==> config.mk <==
export PLATFORM = sky130hd
export DESIGN_NAME = cmp_share_arbiter_flat
export DESIGN_NICKNAME = d
export VERILOG_FILES = /design/src/rtl/cmp_pkg.sv /design/src/rtl/cmp_share_arbiter_if.sv /design/src/rtl/rr_arbiter.sv /design/src/rtl/cmp_share_arbiter.sv /design/src/flat_wrapper.sv
export SDC_FILE = /design/constraint.sdc
export NUM_CORES = 1
export LEC_CHECK = 0
export CORE_ASPECT_RATIO = 0.6
export CORE_UTILIZATION = 41
export DETAILED_ROUTE_END_ITERATION = 8
export HOLD_SLACK_MARGIN = 0.03
export PLACE_DENSITY = 0.94
export SETUP_SLACK_MARGIN = 0.3
export SYNTH_ARGS = -nofsm -noshare
export SYNTH_HDL_FRONTEND = slang
export SYNTH_SLANG_ARGS = --single-unit
==> constraint.sdc <==
create_clock -name clk -period 4.3 [get_ports clk]
set_input_delay 0.86 -clock clk [delete_from_list [all_inputs] [get_ports clk]]
set_output_delay 0.86 -clock clk [all_outputs]
set_load 0.1 [all_outputs]
==> src/rtl/cmp_pkg.sv <==
// Shared definitions for the shared-comparator arbiter: index width helper
// and the {lesser,greater,equal} result encoding.
package cmp_pkg;

    localparam logic [2:0] CMP_LT = 3'b100;
    localparam logic [2:0] CMP_GT = 3'b010;
    localparam logic [2:0] CMP_EQ = 3'b001;

    typedef logic [2:0] cmp_res_t;

    // Requester index width; a single requester still needs one bit.
    function automatic int idw_f(input int r);
        return (r > 1) ? $clog2(r) : 1;
    endfunction

endpackage

==> src/rtl/cmp_share_arbiter_if.sv <==
// Client-facing bus of the shared comparator: per-requester operands in,
// grants and tagged registered results out.
interface cmp_share_arbiter_if #(
    parameter int N = 8,
    parameter int R = 4
);
    localparam int IDW = cmp_pkg::idw_f(R);

    logic               en;
    logic [R-1:0]       req;
    logic [R*N-1:0]     a_flat;
    logic [R*N-1:0]     b_flat;
    logic [R-1:0]       gnt;
    logic [R-1:0]       rsp_valid;
    logic [IDW-1:0]     rsp_id;
    logic               lesser;
    logic               greater;
    logic               equal;

    modport master (
        output en, req, a_flat, b_flat,
        input  gnt, rsp_valid, rsp_id, lesser, greater, equal
    );

    modport slave (
        input  en, req, a_flat, b_flat,
        output gnt, rsp_valid, rsp_id, lesser, greater, equal
    );

endinterface

==> src/rtl/rr_arbiter.sv <==
// Combinational round-robin pick: first requester at or after ptr, wrapping,
// gated by en.
module rr_arbiter
    import cmp_pkg::*;
#(
    parameter  int R   = 4,
    localparam int IDW = idw_f(R)
) (
    input  logic [R-1:0]   req,
    input  logic           en,
    input  logic [IDW-1:0] ptr,
    output logic [R-1:0]   gnt,
    output logic [IDW-1:0] win,
    output logic           any
);

    int idx;

    always_comb begin
        gnt = '0;
        win = '0;
        any = 1'b0;
        idx = 0;
        for (int k = 0; k < R; k++) begin
            // ptr is always < R, so a single wrap is enough
            idx = int'(ptr) + k;
            if (idx >= R) idx = idx - R;
            if (en && !any && req[idx]) begin
                any      = 1'b1;
                win      = IDW'(idx);
                gnt[idx] = 1'b1;
            end
        end
    end

endmodule

==> src/rtl/cmp_share_arbiter.sv <==
// One unsigned magnitude comparator time-shared among R requesters; the
// granted pair is compared and the tagged result registered one cycle later.
module cmp_share_arbiter
    import cmp_pkg::*;
#(
    parameter int N = 8,
    parameter int R = 4
) (
    input  logic              clk,
    input  logic              rst,
    cmp_share_arbiter_if.slave bus
);

    localparam int IDW = idw_f(R);

    logic [R-1:0]   gnt;
    logic [IDW-1:0] win;
    logic           any;

    logic [IDW-1:0] ptr_q, ptr_d;
    logic [R-1:0]   rsp_valid_q, rsp_valid_d;
    logic [IDW-1:0] rsp_id_q, rsp_id_d;
    cmp_res_t       res_q, res_d;

    int             sel_base;
    logic [N-1:0]   a_sel, b_sel;
    cmp_res_t       cmp_res;

    rr_arbiter #(.R(R)) u_arb (
        .req (bus.req),
        .en  (bus.en),
        .ptr (ptr_q),
        .gnt (gnt),
        .win (win),
        .any (any)
    );

    // Operand mux in front of the single comparator
    assign sel_base = int'(win) * N;
    assign a_sel    = bus.a_flat[sel_base +: N];
    assign b_sel    = bus.b_flat[sel_base +: N];

    always_comb begin
        if (a_sel < b_sel)      cmp_res = CMP_LT;
        else if (a_sel > b_sel) cmp_res = CMP_GT;
        else                    cmp_res = CMP_EQ;
    end

    always_comb begin
        ptr_d       = ptr_q;
        rsp_id_d    = rsp_id_q;
        res_d       = res_q;
        rsp_valid_d = '0;
        if (any) begin
            ptr_d       = (win == IDW'(R - 1)) ? '0 : win + 1'b1;
            rsp_id_d    = win;
            res_d       = cmp_res;
            rsp_valid_d = gnt;
        end
    end

    always_ff @(posedge clk or posedge rst) begin
        if (rst) begin
            ptr_q       <= '0;
            rsp_valid_q <= '0;
            rsp_id_q    <= '0;
            res_q       <= '0;
        end else begin
            ptr_q       <= ptr_d;
            rsp_valid_q <= rsp_valid_d;
            rsp_id_q    <= rsp_id_d;
            res_q       <= res_d;
        end
    end

    assign bus.gnt       = gnt;
    assign bus.rsp_valid = rsp_valid_q;
    assign bus.rsp_id    = rsp_id_q;
    assign bus.lesser    = res_q[2];
    assign bus.greater   = res_q[1];
    assign bus.equal     = res_q[0];

    a_gnt_onehot: assert property (@(posedge clk) disable iff (rst) $onehot0(gnt));
    a_res_onehot: assert property (@(posedge clk) disable iff (rst)
                                   (rsp_valid_q != '0) |-> $onehot(res_q));

endmodule

==> src/flat_wrapper.sv <==
// flat-port wrapper written by rule: the top's interface ports become plain ports
module cmp_share_arbiter_flat import cmp_pkg::*;
#(
    parameter int N = 8,
    parameter int R = 4
)
  (clk, rst, bus_en, bus_req, bus_a_flat, bus_b_flat, bus_gnt, bus_rsp_valid, bus_rsp_id, bus_lesser, bus_greater, bus_equal);
  cmp_share_arbiter_if #(.N(N), .R(R)) bus_i ();
  input  logic clk;
  input  logic rst;
  input wire logic [$bits(bus_i.en)-1:0] bus_en;
  input wire logic [$bits(bus_i.req)-1:0] bus_req;
  input wire logic [$bits(bus_i.a_flat)-1:0] bus_a_flat;
  input wire logic [$bits(bus_i.b_flat)-1:0] bus_b_flat;
  output wire logic [$bits(bus_i.gnt)-1:0] bus_gnt;
  output wire logic [$bits(bus_i.rsp_valid)-1:0] bus_rsp_valid;
  output wire logic [$bits(bus_i.rsp_id)-1:0] bus_rsp_id;
  output wire logic [$bits(bus_i.lesser)-1:0] bus_lesser;
  output wire logic [$bits(bus_i.greater)-1:0] bus_greater;
  output wire logic [$bits(bus_i.equal)-1:0] bus_equal;
  assign bus_i.en = bus_en;
  assign bus_i.req = bus_req;
  assign bus_i.a_flat = bus_a_flat;
  assign bus_i.b_flat = bus_b_flat;
  assign bus_gnt = bus_i.gnt;
  assign bus_rsp_valid = bus_i.rsp_valid;
  assign bus_rsp_id = bus_i.rsp_id;
  assign bus_lesser = bus_i.lesser;
  assign bus_greater = bus_i.greater;
  assign bus_equal = bus_i.equal;
  cmp_share_arbiter #(.N(N), .R(R)) u_core (.clk(clk), .rst(rst), .bus(bus_i));
endmodule
**Word level (Yosys, flattened, before mapping)**

Cells that the tools add are included.

- Equal/unequal tests: 1
- Bitwise operators: 3
- Multiplexer cells: 40
- Reductions and logical operators: 14
- $lt $le $gt $ge: 14
- $add $sub $neg: 8
- Shift-type cells: 2

Operators by type and width:

| kind | count |
|---|---|
| 32-bit by 1-bit greater-or-equal comparator with 1-bit output, second input constant | 4 |
| 32-bit by 4-bit < comparator with 1-bit output, second input constant | 4 |
| 32-bit 2-to-1 mux | 4 |
| 32-bit by 6-bit variable part select with 8-bit output | 2 |
| 4-bit 2-to-1 mux | 5 |
| 1-bit 2-to-1 mux | 16 |
| 2-bit 2-to-1 mux | 6 |
| 4-bit OR | 3 |
| 3-bit by 3-bit subtractor with 4-bit output, second input constant | 3 |
| 1-bit logical AND | 11 |
| 3-bit greater-or-equal comparator, second input constant | 3 |
| 1-bit binary-select mux with 2-bit select | 4 |
| 1-bit demux with 2-bit select | 4 |
| 8-bit > comparator | 1 |
| 8-bit < comparator | 1 |
| 2-bit by 2-bit adder with 3-bit output, second input constant | 2 |
| 2-bit by 3-bit subtractor with 4-bit output, second input constant | 1 |
| 2-bit by 1-bit adder with 3-bit output, second input constant | 1 |
| 2-bit by 3-bit greater-or-equal comparator with 1-bit output, second input constant | 1 |
| 1-bit zero test | 3 |
| 3-bit 2-to-1 mux | 1 |
| 2-bit by 1-bit adder with 2-bit output, second input constant | 1 |
| 2-bit equality test, second input constant | 1 |

- Flip-flop bits (word level): 11
- Output and inout bits: 13
- Input bits: 71

**Longest topological paths before layout**

- Depth in word-level cells: 23
- Depth in mapped cells: 19
- Gate-level depth less buffers: 15

**Modules after synthesis**

From an unflattened synthesis, not the netlist that was laid out.

- Cell total of the unflattened synthesis: 144
- Area, all modules: 1590.3 um2

By module, submodules not included:

| module | instances | sequential area each (um2) | area an instance (um2) | cells an instance |
|---|---|---|---|---|
| cmp_share_arbiter | 1 | 275.3 | 1046.0 | 77 |
| rr_arbiter | 1 | 0.0 | 544.3 | 67 |

**Worst setup path after synthesis**

No wires, ideal clock.

- Path type: flip-flop to flip-flop
- Start point: register u_core.ptr_q[0]
- End point: register u_core.res_q[0]
- Stages on the path, launching flop included: 20
- Library setup time: 0.122 ns
- Path slack: 0.510 ns
- Arrival: 3.668 ns
- Cell sequence: dfrtp_1 > buf_6 > buf_6 > inv_1 > ha_1 > nor3_1 > o22ai_1 > a311oi_1 > o21ai_1 > buf_4 > buf_6 > mux2i_1 > mux2_1 > ha_1 > nor2b_1 > o21a_1 > o21a_1 > o21bai_1 > a21oi_1 > a22o_1

- Cells in the longest elaborated chain, start to end: 23

RTL lines:

| item | line | source |
|---|---|---|
| start, declared | cmp_share_arbiter.sv:20 | `logic [IDW-1:0] ptr_q, ptr_d;` |
| start signal, assigned | cmp_share_arbiter.sv:69 | `ptr_q <= ptr_d;` |
| 2-bit by 3-bit subtractor with 4-bit output or 2-bit by 3-bit greater-or-equal comparator with 1-bit output (tied branches) | rr_arbiter.sv:27 | `if (idx >= R) idx = idx - R;` |
| 32-bit 2-to-1 mux | rr_arbiter.sv:27 |  |
| 1-bit binary-select mux with 2-bit select | rr_arbiter.sv:28 | `if (en && !any && req[idx]) begin` |
| 1-bit 2-to-1 mux (not written as such) (2 in series) | rr_arbiter.sv:28 |  |
| 1-bit logical AND | rr_arbiter.sv:28 |  |
| 1-bit 2-to-1 mux | rr_arbiter.sv:28 |  |
| 1-bit zero test | rr_arbiter.sv:28 |  |
| 1-bit logical AND (2 in series) | rr_arbiter.sv:28 |  |
| (+4 left out) | - |  |
| 1-bit 2-to-1 mux | rr_arbiter.sv:28 |  |
| 1-bit zero test | rr_arbiter.sv:28 |  |
| 1-bit logical AND (2 in series) | rr_arbiter.sv:28 |  |
| 2-bit 2-to-1 mux | rr_arbiter.sv:28 |  |
| 32-bit by 6-bit variable part select with 8-bit output, on equally long branches | cmp_share_arbiter.sv:40, cmp_share_arbiter.sv:41 |  |
| 8-bit > comparator | cmp_share_arbiter.sv:45 | `else if (a_sel > b_sel) cmp_res = CMP_GT;` |
| 2-bit 2-to-1 mux | cmp_share_arbiter.sv:45 |  |
| 3-bit 2-to-1 mux | cmp_share_arbiter.sv:44 | `if (a_sel < b_sel) cmp_res = CMP_LT;` |
| end signal, assigned | cmp_share_arbiter.sv:72 | `res_q <= res_d;` |
| end, declared | cmp_share_arbiter.sv:23 | `cmp_res_t res_q, res_d;` |

Parallel ways exist; a longest one is shown, timed or not. The select of a mux whose other input is x is not followed.
A chain may end at the register's enable or synchronous reset.

**Worst setup path in the final report**

- Start point: input port bus_req[0]
- End point: register u_core.res_q[0]

- Cells in the longest elaborated chain, start to end: 21

RTL lines:

| item | line | source |
|---|---|---|
| start, declared | flat_wrapper.sv:12 | `input wire logic [$bits(bus_i.req)-1:0] bus_req;` |
| 1-bit binary-select mux with 2-bit select | rr_arbiter.sv:28 |  |
| 1-bit 2-to-1 mux (not written as such) (2 in series) | rr_arbiter.sv:28 |  |
| 1-bit logical AND | rr_arbiter.sv:28 |  |
| 1-bit 2-to-1 mux | rr_arbiter.sv:28 |  |
| 1-bit zero test | rr_arbiter.sv:28 |  |
| 1-bit logical AND (2 in series) | rr_arbiter.sv:28 |  |
| 1-bit 2-to-1 mux | rr_arbiter.sv:28 |  |
| 1-bit zero test | rr_arbiter.sv:28 |  |
| 1-bit logical AND (2 in series) | rr_arbiter.sv:28 |  |
| 1-bit 2-to-1 mux | rr_arbiter.sv:28 |  |
| 1-bit zero test | rr_arbiter.sv:28 |  |
| 1-bit logical AND (2 in series) | rr_arbiter.sv:28 |  |
| 2-bit 2-to-1 mux | rr_arbiter.sv:28 |  |
| 32-bit by 6-bit variable part select with 8-bit output, on equally long branches | cmp_share_arbiter.sv:40, cmp_share_arbiter.sv:41 |  |
| 8-bit > comparator | cmp_share_arbiter.sv:45 |  |
| 2-bit 2-to-1 mux | cmp_share_arbiter.sv:45 |  |
| 3-bit 2-to-1 mux | cmp_share_arbiter.sv:44 |  |

Parallel ways exist; a longest one is shown, timed or not. The select of a mux whose other input is x is not followed.

==> results by group <==
Clocking
  • Clk sink count: 11
  • Number of hold buffers added after cts: 0
  • Htree depth: 1
  • Clk root buf: clkbuf_8
  • CTS Buf Count: 3
  • CTS clk-pin slew, worst paths: 50 ps
  • CTS tree: built
  • Clock latency on the worst-skew pair: between 200 and 250 ps
  • Max clock buf depth: 2

Finish
  • Nets@finish: roughly 350
  • Multi-input logic area: 0.00128 mm²
  • Diode count: 0
  • Commonest non-fill, non-tap cell in the layout: clkdlybuf4s50_1
  • Share of cells above drive strength 1: between 15 and 20%
  • Area growth from synthesis to layout: 63.9%
  • Filler cells: approximately 250
  • Commonest cells after routing, fill and taps aside: clkdlybuf4s50_1 (75), mux2i_1 (40), ha_1 (16)
  • Sequential Area: 275 µm²

Global route
  • Largest net degree at the start of global routing: 24
  • Antenna violations before repair: 0
  • Vias in the first global route: approximately 1700
  • Global-route usage over all layers: a little under a quarter
  • Grt ovf: 0
  • First-pass GRT wire length: approximately 8000 µm

Die
  • Die X: approximately 84 µm
  • Initial Utilization: a little over two fifths
  • Die Span Y: 51.2 µm
  • Core Rows: 17
  • Core area: ~0.0038 mm²
  • Top Ports: between 80 and 90
  • Die area: around 0.0043 mm²

Timing
  • Normalized max-slew margin: between 30% and 40%
  • Worst Skew: roughly 2.5 ps
  • Period utilization: 89.2%
  • Setup slack after layout: roughly 470 ps
  • Slew @ Worst Pin: about 1000 ps
  • Slew Limit Fails: 0
  • Final setup viols: 0
  • Setup TNS: 0 ps
  • Crit path time final: 3830 ps
  • RSZ-0062 raised after global routing: no
  • Final Hold Viols: 0
  • F_max: 261 MHz

Pwr
  • LEAKAGE: roughly 1.3 nW
  • Power consumption: between 2 and 2.5 mW
  • Peak supply drop: around 0.33 mV
  • PwrDens: between 700 and 800 mW/mm²

Route
  • ANT nets after route: 0
  • 1st-pass router iterations: 6
  • Vias per cell: 5.47
  • Routed wire length: between 4000 and 5000 µm
  • Wire per inst: between 15 and 20 µm
  • DRT iter0 DRCs: ~160
  • DRC: 8
  • Total number of vias: about 1700

Status
  • Status: finished, violations left
  • Violated checks: design-rule violations

Flow run
  • Maxcap violations: 0

Place
  • Post-DP HPWL: 3930 µm
  • Buffers on Ports: 83
  • GP Congestion: 0.899
  • Dpl ws: -79.1 ps

Worst setup path
  • WS Path Type: input port to flip-flop
  • Critical path launch point type: input port
  • Setup crit end kind: flip-flop
  • CP required: 4420 ps
  • Worst EP arrival: approximately 4000 ps
  • Critical path peak fanout: 7

Logic synthesis
  • Syn_area_per_cell: 9.68 µm²
  • Flops & latches, synth: 11
  • Cells after Synth: 171
  • Cell taking the most area after synthesis: mux2i_1
  • Synth Cell Area: ~0.0017 mm²
  • Synth Warn #: 0
  • Sequential area share after synthesis: between 10% and 20%
  • Synth top area share: 24.2%
  • Synth area leaders: mux2i_1 (24%), dfrtp_1 (17%), ha_1 (12%)
  • Net Count, Synth: 258
  • Yosys cell types: between 40 and 50

Worst hold path
  • Worst min-delay path class: flip-flop to flip-flop
==> routing by layer <==
metal	up-vias	GRT usage (%)	part of all wire, %
li1	827	-	-
met1	784	30.1	45
met2	78	41.7	47
met3	6	6.79	7.3
met4	0	4.02	1.1
met5	-	0	0
==> cell families (layout without fill, tap and decap cells) <==
| family | after synthesis | in the layout | share of synthesized area, % |
|---|---|---|---|
| muxes | 51 | 51 | 33.5 |
| xor gates and xnor gates | 1 | 1 | 0.529 |
| adders and majority gates | 16 | 16 | 12.1 |
| and+or+nand+nor | 35 | 35 | 11.6 |
| DFF | 11 | 11 | 16.6 |
| buffers and inverters | 20 | 112 | 8.47 |
| AOI/OAI and AO/OA | 37 | 37 | 17.2 |
==> layout make-up <==
class / instances / share of cell area (%)
Clock buffer: 4 / 1.66
Sequential cell: 11 / 10.1
Tap cell: 47 / 2.17
Inverter: 8 / 1.11
Timing Repair Buffer: 100 / 37.7
Multi-Input combinational cell: 140 / 47.2
==> state kept, by name, summed over array words and instances, names as in the netlist <==
register	cells
u_core.res_q	3
u_core.bus.rsp_valid	4
u_core.ptr_q	2
u_core.bus.rsp_id	2
==> Yosys cell counts, drive strengths merged <==
| cell type | count |
|---|---|
| a2111oi | 1 |
| a211oi | 1 |
| a21boi | 1 |
| a21o | 3 |
| a21oi | 6 |
| a221oi | 1 |
| a22o | 2 |
| a22oi | 9 |
| a311oi | 1 |
| a31oi | 2 |
| and2 | 2 |
| and3b | 2 |
| buf | 12 |
| dfrtp | 11 |
| ha | 16 |
| inv | 8 |
| mux2 | 9 |
| mux2i | 40 |
| mux4 | 2 |
| nand2 | 12 |
| nand2b | 1 |
| nand3 | 2 |
| nand4 | 2 |
| nor2 | 5 |
| nor2b | 3 |
| nor3 | 2 |
| nor3b | 3 |
| nor4b | 1 |
| o2111a | 1 |
| o21a | 2 |
| o21ai | 2 |
| o21bai | 2 |
| o22ai | 1 |
| o32a | 1 |
| o41ai | 1 |
| xor2 | 1 |
==> critical path, cell delays in order <==
cell             delay [ps]
clkdlybuf4s15_1         310
buf_4                   210
nor3b_1                  70
o2111a_1                280
a311oi_2                310
o21ai_4                  80
buf_4                   160
buf_4                   170
mux2i_1                 130
mux2_2                  270
ha_1                    290
a21o_1                  160
a21o_1                  170
a21oi_1                 150
a21oi_1                 130
a22o_1                  210
==> power by group <==
group	leakage [nW]	switching [mW]	total (mW)	internal (mW)
Clock	0.0228	0.0360	0.101	0.0648
Sequential	0.138	0.0227	0.173	0.151
Combinational	1.19	1.01	1.74	0.727
Total	1.35	1.07	2.01	0.943
==> repair_timing <==
action | in CTS | in global routing
pin swaps | 2 | 1
setup buffers | 2 | 0
endpoints found under the setup margin | 3 | 3
resized for setup | 4 | 7
cloned | 0 | 0
==> metrics by stage <==
step           cell area [µm²]  hold WS (ps)  util, %  instances
4_1_cts                   2690           481     71.6        310
6_report                  2710           477     72.1        310
3_3_place_gp              2620           464     69.7        304
3_5_place_dp              2620           468     69.7        304
2_1_floorplan             1660           630        -        171
5_1_grt                   2710           500     72.1        310
==> worst paths after layout <==
path                                            from                      end  slack (ps)  depth (start not counted)
worst max-delay path                      bus_req[0]          u_core.res_q[0]         470                         16
worst min-delay path            u_core.bus.rsp_id[0]     u_core.bus.rsp_id[0]         480                          1
worst max register to register       u_core.ptr_q[1]          u_core.res_q[0]         620                         14
worst min register to register  u_core.bus.rsp_id[0]     u_core.bus.rsp_id[0]         480                          1
max in group asynchronous                        rst  u_core.bus.rsp_valid[1]        3090                          2
min in group asynchronous                        rst     u_core.bus.rsp_id[0]         920                          2
Note: power is estimated with default switching activity, not from simulation.
